==> src/rtl/uart_tx_sched.sv <==
// uart_tx_sched
// Frame scheduler in front of a single UART serializer. Requesters are served
// round-robin. The granted frame's data/width/parity are held on tx_* for the
// whole frame, and tx_run gates the serializer so the line idles high
// whenever no frame is in flight.
//
// Ports
//   clock, reset      bit-rate clock; asynchronous active-high reset
//   req_valid[k]      requester k has a frame pending
//   req_ready[k]      one-hot accept (combinational); transfer on valid&ready
//   req_data          16 bits per requester, LSB sent first
//   req_width         4 bits per requester, data bits 1..15 (0 = dropped)
//   req_parity        2 bits per requester: 0/1 none, 2 even, 3 odd
//   tx_run            serializer enable (0 holds serializer in reset, line high)
//   tx_bits/width/parity  configuration of the frame in flight
//   tx_need_load      serializer stop-bit indication (consistency check only)
//   busy              scheduler not idle
//   grant_id          index of the last requester whose frame was started
//   drop_err          one-cycle pulse when a width-0 request is consumed
//   sync_err          one-cycle pulse on serializer/scheduler phase mismatch
module uart_tx_sched #(
  parameter int N_REQ      = 4,
  parameter int IDLE_GUARD = 1,
  localparam int IDW       = $clog2(N_REQ)
) (
  input  logic                 clock,
  input  logic                 reset,
  input  logic [N_REQ-1:0]     req_valid,
  output logic [N_REQ-1:0]     req_ready,
  input  logic [16*N_REQ-1:0]  req_data,
  input  logic [4*N_REQ-1:0]   req_width,
  input  logic [2*N_REQ-1:0]   req_parity,
  output logic                 tx_run,
  output logic [15:0]          tx_bits,
  output logic [3:0]           tx_width,
  output logic [1:0]           tx_parity,
  input  logic                 tx_need_load,
  output logic                 busy,
  output logic [IDW-1:0]       grant_id,
  output logic                 drop_err,
  output logic                 sync_err
);

  typedef enum logic [1:0] {IDLE, RUN, GUARD} state_t;

  state_t         state_reg, state_next;
  logic [4:0]     cnt_reg, cnt_next;
  logic [4:0]     cnt_load_reg, cnt_load_next;
  logic [3:0]     guard_reg, guard_next;
  logic [IDW-1:0] ptr_reg, ptr_next;
  logic           tx_run_reg, tx_run_next;
  logic [15:0]    tx_bits_reg, tx_bits_next;
  logic [3:0]     tx_width_reg, tx_width_next;
  logic [1:0]     tx_parity_reg, tx_parity_next;
  logic [IDW-1:0] grant_reg, grant_next;
  logic           drop_reg, drop_next;
  logic           sync_reg, sync_next;

  // Per-requester views of the flattened request buses.
  logic [15:0]    data_arr  [N_REQ];
  logic [3:0]     width_arr [N_REQ];
  logic [1:0]     par_arr   [N_REQ];
  // cand_idx[i] is the requester with the i-th highest priority this cycle.
  logic [IDW:0]   cand_sum  [N_REQ];
  logic [IDW-1:0] cand_idx  [N_REQ];

  for (genvar gi = 0; gi < N_REQ; gi++) begin : g_req
    assign data_arr[gi]  = req_data[16*gi +: 16];
    assign width_arr[gi] = req_width[4*gi +: 4];
    assign par_arr[gi]   = req_parity[2*gi +: 2];
    assign cand_sum[gi]  = {1'b0, ptr_reg} + (IDW+1)'(gi);
    assign cand_idx[gi]  = (cand_sum[gi] >= (IDW+1)'(N_REQ))
                           ? IDW'(cand_sum[gi] - (IDW+1)'(N_REQ))
                           : cand_sum[gi][IDW-1:0];
  end

  logic           win_found;
  logic [IDW-1:0] win_idx;

  // Scan from lowest to highest priority so the last hit is the winner.
  always_comb begin
    win_found = 1'b0;
    win_idx   = '0;
    for (int i = N_REQ - 1; i >= 0; i--) begin
      if (req_valid[cand_idx[i]]) begin
        win_found = 1'b1;
        win_idx   = cand_idx[i];
      end
    end
  end

  logic [15:0]    win_data;
  logic [3:0]     win_width;
  logic [1:0]     win_par;
  logic           win_legal;
  logic [4:0]     win_len;
  logic [IDW-1:0] ptr_adv;
  logic           sync_det;
  logic           accept_slot;
  logic           take;

  assign win_data  = data_arr[win_idx];
  assign win_width = width_arr[win_idx];
  assign win_par   = par_arr[win_idx];
  assign win_legal = (win_width != 4'd0);
  // Cycles left after the accept edge until the stop-bit edge.
  assign win_len   = 5'(win_width) + {4'd0, win_par[1]} + 5'd1;
  assign ptr_adv   = (win_idx == IDW'(N_REQ - 1)) ? '0 : win_idx + 1'b1;

  // The serializer reporting its stop bit at any point other than the first
  // cycle of a frame means the two have drifted apart.
  assign sync_det    = (state_reg == RUN) && tx_need_load && (cnt_reg != cnt_load_reg);
  // A mismatch at the stop-bit edge blocks the back-to-back accept, so no
  // request is consumed in that cycle. Nothing is offered while in reset.
  assign accept_slot = !reset && ((state_reg == IDLE) ||
                       ((state_reg == RUN) && (cnt_reg == 5'd0) && !sync_det));
  assign take        = accept_slot && win_found;

  for (genvar gi = 0; gi < N_REQ; gi++) begin : g_ready
    assign req_ready[gi] = take && (win_idx == IDW'(gi));
  end

  always_ff @(posedge clock or posedge reset) begin
    if (reset) begin
      state_reg     <= IDLE;
      cnt_reg       <= '0;
      cnt_load_reg  <= '0;
      guard_reg     <= '0;
      ptr_reg       <= '0;
      tx_run_reg    <= 1'b0;
      tx_bits_reg   <= '0;
      tx_width_reg  <= '0;
      tx_parity_reg <= '0;
      grant_reg     <= '0;
      drop_reg      <= 1'b0;
      sync_reg      <= 1'b0;
    end else begin
      state_reg     <= state_next;
      cnt_reg       <= cnt_next;
      cnt_load_reg  <= cnt_load_next;
      guard_reg     <= guard_next;
      ptr_reg       <= ptr_next;
      tx_run_reg    <= tx_run_next;
      tx_bits_reg   <= tx_bits_next;
      tx_width_reg  <= tx_width_next;
      tx_parity_reg <= tx_parity_next;
      grant_reg     <= grant_next;
      drop_reg      <= drop_next;
      sync_reg      <= sync_next;
    end
  end

  logic start_frame;
  logic stop_frame;

  always_comb begin
    state_next     = state_reg;
    cnt_next       = cnt_reg;
    cnt_load_next  = cnt_load_reg;
    guard_next     = guard_reg;
    ptr_next       = ptr_reg;
    tx_run_next    = tx_run_reg;
    tx_bits_next   = tx_bits_reg;
    tx_width_next  = tx_width_reg;
    tx_parity_next = tx_parity_reg;
    grant_next     = grant_reg;
    drop_next      = 1'b0;
    sync_next      = 1'b0;
    start_frame    = 1'b0;
    stop_frame     = 1'b0;

    case (state_reg)
      IDLE: begin
        if (take) begin
          ptr_next = ptr_adv;
          if (win_legal) start_frame = 1'b1;
          else           drop_next   = 1'b1;
        end
      end
      RUN: begin
        if (sync_det) begin
          sync_next  = 1'b1;
          stop_frame = 1'b1;
        end else if (cnt_reg == 5'd0) begin
          if (take) begin
            ptr_next = ptr_adv;
            if (win_legal) begin
              start_frame = 1'b1;
            end else begin
              drop_next  = 1'b1;
              stop_frame = 1'b1;
            end
          end else begin
            stop_frame = 1'b1;
          end
        end else begin
          cnt_next = cnt_reg - 5'd1;
        end
      end
      GUARD: begin
        if (guard_reg == 4'd0) state_next = IDLE;
        else                   guard_next = guard_reg - 4'd1;
      end
      default: state_next = IDLE;
    endcase

    if (start_frame) begin
      state_next     = RUN;
      tx_run_next    = 1'b1;
      tx_bits_next   = win_data;
      tx_width_next  = win_width;
      tx_parity_next = win_par;
      cnt_next       = win_len;
      cnt_load_next  = win_len;
      grant_next     = win_idx;
    end
    if (stop_frame) begin
      state_next  = GUARD;
      tx_run_next = 1'b0;
      guard_next  = 4'(IDLE_GUARD);
    end
  end

  assign tx_run    = tx_run_reg;
  assign tx_bits   = tx_bits_reg;
  assign tx_width  = tx_width_reg;
  assign tx_parity = tx_parity_reg;
  assign busy      = (state_reg != IDLE);
  assign grant_id  = grant_reg;
  assign drop_err  = drop_reg;
  assign sync_err  = sync_reg;

endmodule

==> config.mk <==
export PLATFORM = sky130hd
export DESIGN_NAME = uart_tx_sched
export DESIGN_NICKNAME = d
export VERILOG_FILES = /design/src/rtl/uart_tx_sched.sv
export SDC_FILE = /design/constraint.sdc
export NUM_CORES = 1
export LEC_CHECK = 0
export CORE_UTILIZATION = 38
export CTS_BUF_LIST = sky130_fd_sc_hd__clkbuf_16
export DETAILED_ROUTE_END_ITERATION = 12
export PLACE_DENSITY = 0.86
export SYNTH_ARGS = -nofsm -noshare
export SYNTH_HDL_FRONTEND = slang
export SYNTH_SLANG_ARGS = --single-unit
==> constraint.sdc <==
create_clock -name clock -period 2.4 [get_ports clock]
set_clock_uncertainty 0.05 [all_clocks]
set_input_delay 0.24 -clock clock [delete_from_list [all_inputs] [get_ports clock]]
set_output_delay 0.24 -clock clock [all_outputs]
set_load 0.03 [all_outputs]
==> metrics, run 1 <==
Crit. path cell count 9; commonest non-fill, non-tap cell in the layout clkdlybuf4s50_1; Synth async-reset ratio 100%; R2R cell count 9; clock transition at the registers of the reported paths 0.06 ns; vias between 3000 and 4000; Worst Path Required between 2 and 3 ns; Internal ~3.5 mW; number of synthesized flops with an enable pin 0; Mapped Nets approximately 470; Die Y 88.3 um; Net Sw Frac around 44%; io pins 127; Avg Cell Area, Syn between 7 and 8 sq um; max_slew headroom a little over three fifths; Synth cell types 41; largest net degree at the start of global routing 37; hold crit path type input port to asynchronous set/reset pin; met1 usage 25.5%; final hold viol count 0; startpoint type of the worst setup path flop; crit path buf inv count 2; max FFs per register 16; Final Critical Period around 2.5 ns; Final Cycle Share 104%; deepest clock path buffer count 2; routed len/inst 15.5 um; Root Buffer clkbuf_16; fin util 71.0%; # DRC 0; combinational fraction of design power 67.1%; Area growth, synth to finish 81.0%; Post-DP HPWL roughly 6400 um; Clock Sinks 45; CP Class flop to flop; GRT met3 Usage roughly 6.4%; met2 usage 43.4%; Yosys reg bits 45; Final #Nets about 640; critical path's top delay family simple AND/OR/NAND/NOR gates; initial core utilization 39.2%; PD cells ~1200 nW/um^2; Die ar. approximately 8000 sq um; cell chain of the critical path inv_2 > ha_4 > nor4b_4 > nand2_1 > o21a_1 > or3_4 > a41o_4 > buf_6 > mux2_4; Synth Cell Area ~2800 sq um; vias in the first global route 3288; run status complete, but fails checks; drt initial violations 149; CTS tree built; ys flop type dfrtp_1; Die Wd 88.3 um; Max Cap Violations 0; final setup violating endpoints 20; unrepaired setup endpoints after global routing yes; Tightest Pin Transition ~0.56 ns; critical path peak fanout 5; count of warnings emitted by yosys 0; PnR worst setup slack -0.104 ns; initial antenna violation count 0; sequential fraction of the synthesis area between 30% and 40%; H-tree levels 2; vias per inst 5.06; routed wire length between 9000 and 10000 um; TritonCTS Buffers 5; Slowest Stage Delay on Critical Path 0.41 ns; CP max stage cell dfrtp_1; maximum VDD drop 0.000491 V; Seq pwr share around 22%; layout cells sized above 1 25.1%; sw power about 2.8 mW; crit path DAT between 2 and 3 ns; Crit. End Element flop; cell leakage power around 2.3 nW; final-report max-slew violation count 0; total global-route track usage 23.7%; TNS Setup -0.745 ns; first-pass GRT wire length 14300 um; placer congestion estimate between 0.8 and 0.9; Clock power frac 10.5%; Core Box Area approximately 7200 sq um; number of routed nets with antenna violations 0; drt pass-1 iters 5; Antenna diodes 0; Fmax between 300 and 400 MHz; Synth Instances roughly 360; Rows 31; GRT Residual Overflow 0; gr busiest metal met2; commonest non-fill, non-tap cells in the layout 118 x clkdlybuf4s50_1, 110 x nand2_1, 43 x dfrtp_1, 35 x buf_4, 25 x o21ai_0; failing checks setup timing; number of I/O port buffers ~130; Placement Setup Slack -0.467 ns; Clock Latency Late Sink 0.29 ns
layer usage:
metal,wire [um],part of all wire [%]
met2,4910,50
met3,631,6.4
met5,0,0
met1,3930,40
met4,322,3.3
worst register-to-register path: stages (launching register included):
cell and delay, ns:
dfrtp_1 0.41, inv_2 0.10, ha_4 0.12, nor4b_4 0.24, nand2_1 0.15, o21a_1 0.23
or3_4 0.37, a41o_4 0.30, buf_6 0.13, mux2_4 0.29
worst paths after layout:
kind	to	start	slack [ns]
hold reg to reg	tx_bits[12]	tx_bits[12]	0.42
max in group asynchronous	cnt_reg[3]	reset	1.48
min in group clock	tx_bits[12]	tx_bits[12]	0.42
setup reg to reg	cnt_load_reg[1]	cnt_reg[1]	-0.10
hold / removal	tx_bits[3]	reset	0.31
setup / recovery	cnt_load_reg[1]	cnt_reg[1]	-0.10
stage by stage:
step | power [mW] | cell area (sq um) | hold WS [ns] | instances
floorplan | 3.33 | 2840 | 0.341 | 363
global placement | 4.51 | 4400 | 0.414 | 601
detailed placement | 4.62 | 4400 | 0.419 | 601
CTS | 5.49 | 4710 | 0.295 | 626
global route | 6.66 | 5120 | 0.347 | 632
finish | 6.26 | 5120 | 0.314 | 632
power groups by stage:
stage	sequential, mW	clock, mW	combinational [mW]
final	1.40	0.656	4.20
after global routing	1.45	0.691	4.52
after CTS	1.35	0.664	3.47
after detailed placement	1.37	0	3.25
after global placement	1.35	0	3.16
after floorplan	1.75	0	1.58
synthesized netlist by cell type, types with 2 or more instances:
cell type	number	area, sq um
clkbuf_1	15	56.3
xor2_1	5	43.8
nor2b_1	2	12.5
mux2i_1	10	100
nor2_1	11	41.3
mux2_2	4	45.0
xnor2_1	9	78.8
nand2_1	127	477
a21oi_1	8	40.0
nand3_1	18	90.1
nor4_1	4	25.0
o21ai_1	4	20.0
o21ai_0	42	210
ha_1	10	125
buf_6	2	22.5
mux2_4	2	30.0
dfrtp_1	45	1130
inv_1	13	48.8
and2_1	4	25.0
buf_1	2	7.51
nor3_1	2	10.0
a31oi_1	2	12.5
nand2b_1	4	25.0
cells by family (layout without fill, tap and decap cells):
family                   after synthesis  in the layout  share of synthesized area [%]
XOR/XNOR                              14             14                           4.33
buffers and inverters                 35            204                           5.35
AND/OR/NAND/NOR                      179            179                           27.1
adder cells (fa/ha/maj)               10             10                           4.42
multiplexers                          16             16                           6.19
AO/OA/AOI/OAI                         64             65                           12.9
flip-flops                            45             45                           39.8
cell type report:
| type | count | area, sq um |
|---|---|---|
| clock buffer | 5 | 125 |
| clock inverter | 3 | 12.5 |
| fill | 538 | 2090 |
| inverter | 14 | 55.1 |
| multi-input combinational | 284 | 1860 |
| sequential | 45 | 1130 |
| tap | 99 | 124 |
| timing repair buffer | 182 | 1820 |
timing repair:
| item | CTS | global route |
|---|---|---|
| pin swaps | 7 | 24 |
| endpoints found under the setup margin | 37 | 45 |
| hold buffers | 0 | 0 |
| resized for setup | 26 | 95 |
| buffers inserted | 17 | 5 |
| cloned | 0 | 4 |
Note: power is estimated with default switching activity, not from simulation.
==> run 2, diff against run 1 <==
--- a/config.mk
+++ b/config.mk
@@ -5,9 +5,11 @@
 export SDC_FILE = /design/constraint.sdc
 export NUM_CORES = 1
 export LEC_CHECK = 0
+export CORE_MARGIN = 5
 export CORE_UTILIZATION = 38
 export CTS_BUF_LIST = sky130_fd_sc_hd__clkbuf_16
 export DETAILED_ROUTE_END_ITERATION = 12
+export MAX_ROUTING_LAYER = met4
 export PLACE_DENSITY = 0.86
 export SYNTH_ARGS = -nofsm -noshare
 export SYNTH_HDL_FRONTEND = slang
==> run 2 against run 1 <==
  * Hold slack better by 0.11 ns
  * Non-clock buffer count did not move
  * Via count grew 0.31%
  * Routed wire length up 8.4%
  * The flow still finishes with violations (setup timing)
  * Critical path depth is the same
  * Global-route usage shrank 0.99 points
  * Highest routed layer unchanged
  * Critical path type unchanged
  * Sequential share of layout area increased by 0.062 points
  * Clock power is 5.9% higher
  * Count of clock-buffer cells in the layout unchanged
==> metrics, run 2 (synthesized netlist as in run 1, its figures left out) <==
io pins around 130; cell chain of the critical path inv_2 > ha_4 > nor4b_4 > nand2_1 > o21a_1 > or3_4 > a41o_4 > a31o_4 > nand2b_4; crit path buf inv count 1; TritonCTS Buffers 5; maximum VDD drop roughly 0.00044 V; Antenna diodes 0; drt pass-1 iters 4; Slowest Stage Delay on Critical Path ~0.42 ns; critical path peak fanout 5; vias per inst a little over 5; CTS Hold Bufs 0; Rows 31; final hold viol count 0; Fmax ~400 MHz; CP Class flop to flop; Die Y 96.3 um; Clock Latency Late Sink just under 0.3 ns; hold crit path type input port to asynchronous set/reset pin; final-report max-slew violation count 0; Area growth, synth to finish 80.3%; CP max stage cell dfrtp_1; commonest non-fill, non-tap cells in the layout 118 x clkdlybuf4s50_1, 114 x nand2_1, 47 x buf_4, 44 x dfrtp_1, 24 x o21ai_0; max_slew headroom a little over half; dpl cells 604; Final #Nets around 640; layout cells sized above 1 roughly a quarter; # DRC 0; largest net degree at the start of global routing 38; routed wire length around 11000 um; initial antenna violation count 0; total global-route track usage 22.7%; failing checks setup timing; Core Box Area ~7300 sq um; CTS tree built; max FFs per register 16; commonest non-fill, non-tap cell in the layout clkdlybuf4s50_1; Tightest Pin Transition between 0.6 and 0.7 ns; Max Cap Violations 0; startpoint type of the worst setup path flop; Post-DP HPWL between 7000 and 8000 um; GRT Residual Overflow 0; vias in the first global route 3331; Worst Path Required ~2.5 ns; Root Buffer clkbuf_16; first-pass GRT wire length around 16000 um; Crit. End Element flop; filler cell count 527; run status complete, but fails checks; fin cells between 600 and 700; Clock Sinks 45; cell leakage power 2.35 nW; vias approximately 3200; critical path's top delay family simple AND/OR/NAND/NOR gates; H-tree levels 2; deepest clock path buffer count 2; final setup violating endpoints 14; WHS 0.420 ns; routed len/inst around 17 um; placer congestion estimate 0.984; number of routed nets with antenna violations 0; PD cells 1230 nW/um^2; crit path DAT between 2 and 3 ns; Die Wd between 90 and 100 um; Final Critical Period about 2.5 ns; clock transition at the registers of the reported paths roughly 0.07 ns; Final Cycle Share 104%; drt initial violations about 130; PnR worst setup slack -0.0993 ns; fin util 70.3%; Die ar. approximately 9000 sq um; number of I/O port buffers between 100 and 150; unrepaired setup endpoints after global routing yes; initial core utilization about 39%
==> run 2: cell types whose count changed in the layout (fill, tap and decap cells not counted), sizes merged, moves of 2 or more <==
cell,delta
dlymetal6s2s,+2
dlygate4sd2,-2
clkinv,-2
clkbuf,-2
==> run 2: final cells by class <==
type	count	area, sq um	area share [%]
clock buffers	5	125	2.45
multi-input cells	284	1840	36.1
repair buffers	182	1810	35.4
clock inverters	3	25.0	0.490
flip-flops and latches	45	1130	22.1
well taps	99	124	2.43
inverters	14	55.1	1.08
==> run 2: path summary, 6_finish.rpt <==
check	depth (start not counted)	slack (ns)	end	start
max	9	-0.1	state_reg[1]	cnt_reg[0]
min	2	0.42	tx_run	reset
max reg2reg	9	-0.1	state_reg[1]	cnt_reg[0]
min reg2reg	2	0.43	tx_bits[12]	tx_bits[12]
max in group asynchronous	3	1.29	cnt_reg[3]	reset
min in group clock	2	0.43	tx_bits[12]	tx_bits[12]
==> run 2: where the power goes <==
group          leakage, nW  switching, mW  internal, mW
registers            0.555          0.264          1.12
clock network       0.0704          0.304         0.391
logic                 1.72           2.22          1.98
==> run 2: what timing repair did <==
action,in CTS,in global routing
cloned,1,3
pin swaps,4,18
endpoints found under the setup margin,36,45
gates resized for setup,28,87
buffers inserted,13,4
==> run 2: routing by layer <==
metal	up-vias	GRT usage (%)	share of wire (%)
li1	1540	-	-
met1	1479	24.6	38
met2	149	39.6	51
met3	38	5.47	7.3
met4	0	9.70	3.8
met5	-	-	0
==> run 2: worst reg2reg max path, delay by kind of cell, from the launching register on <==
family,cells,cell delay (ns)
and+or+nand+nor,4,0.87
buffers and inverters,1,0.09
adders and majority gates,1,0.11
DFF,1,0.42
AOI/OAI and AO/OA,3,0.85
==> run 2: per-stage QoR <==
step                setup TNS [ns]  setup WS (ns)  total power, mW  instance area [sq um]
floorplan                        0         0.0223             3.33                   2840
global placement            -10.22         -0.339             4.55                   4410
detailed placement          -14.70         -0.440             4.66                   4410
CTS                        -0.0810        -0.0361             5.61                   4750
global route                 -2.85         -0.153             6.70                   5100
finish                      -0.594        -0.0993             6.28                   5100
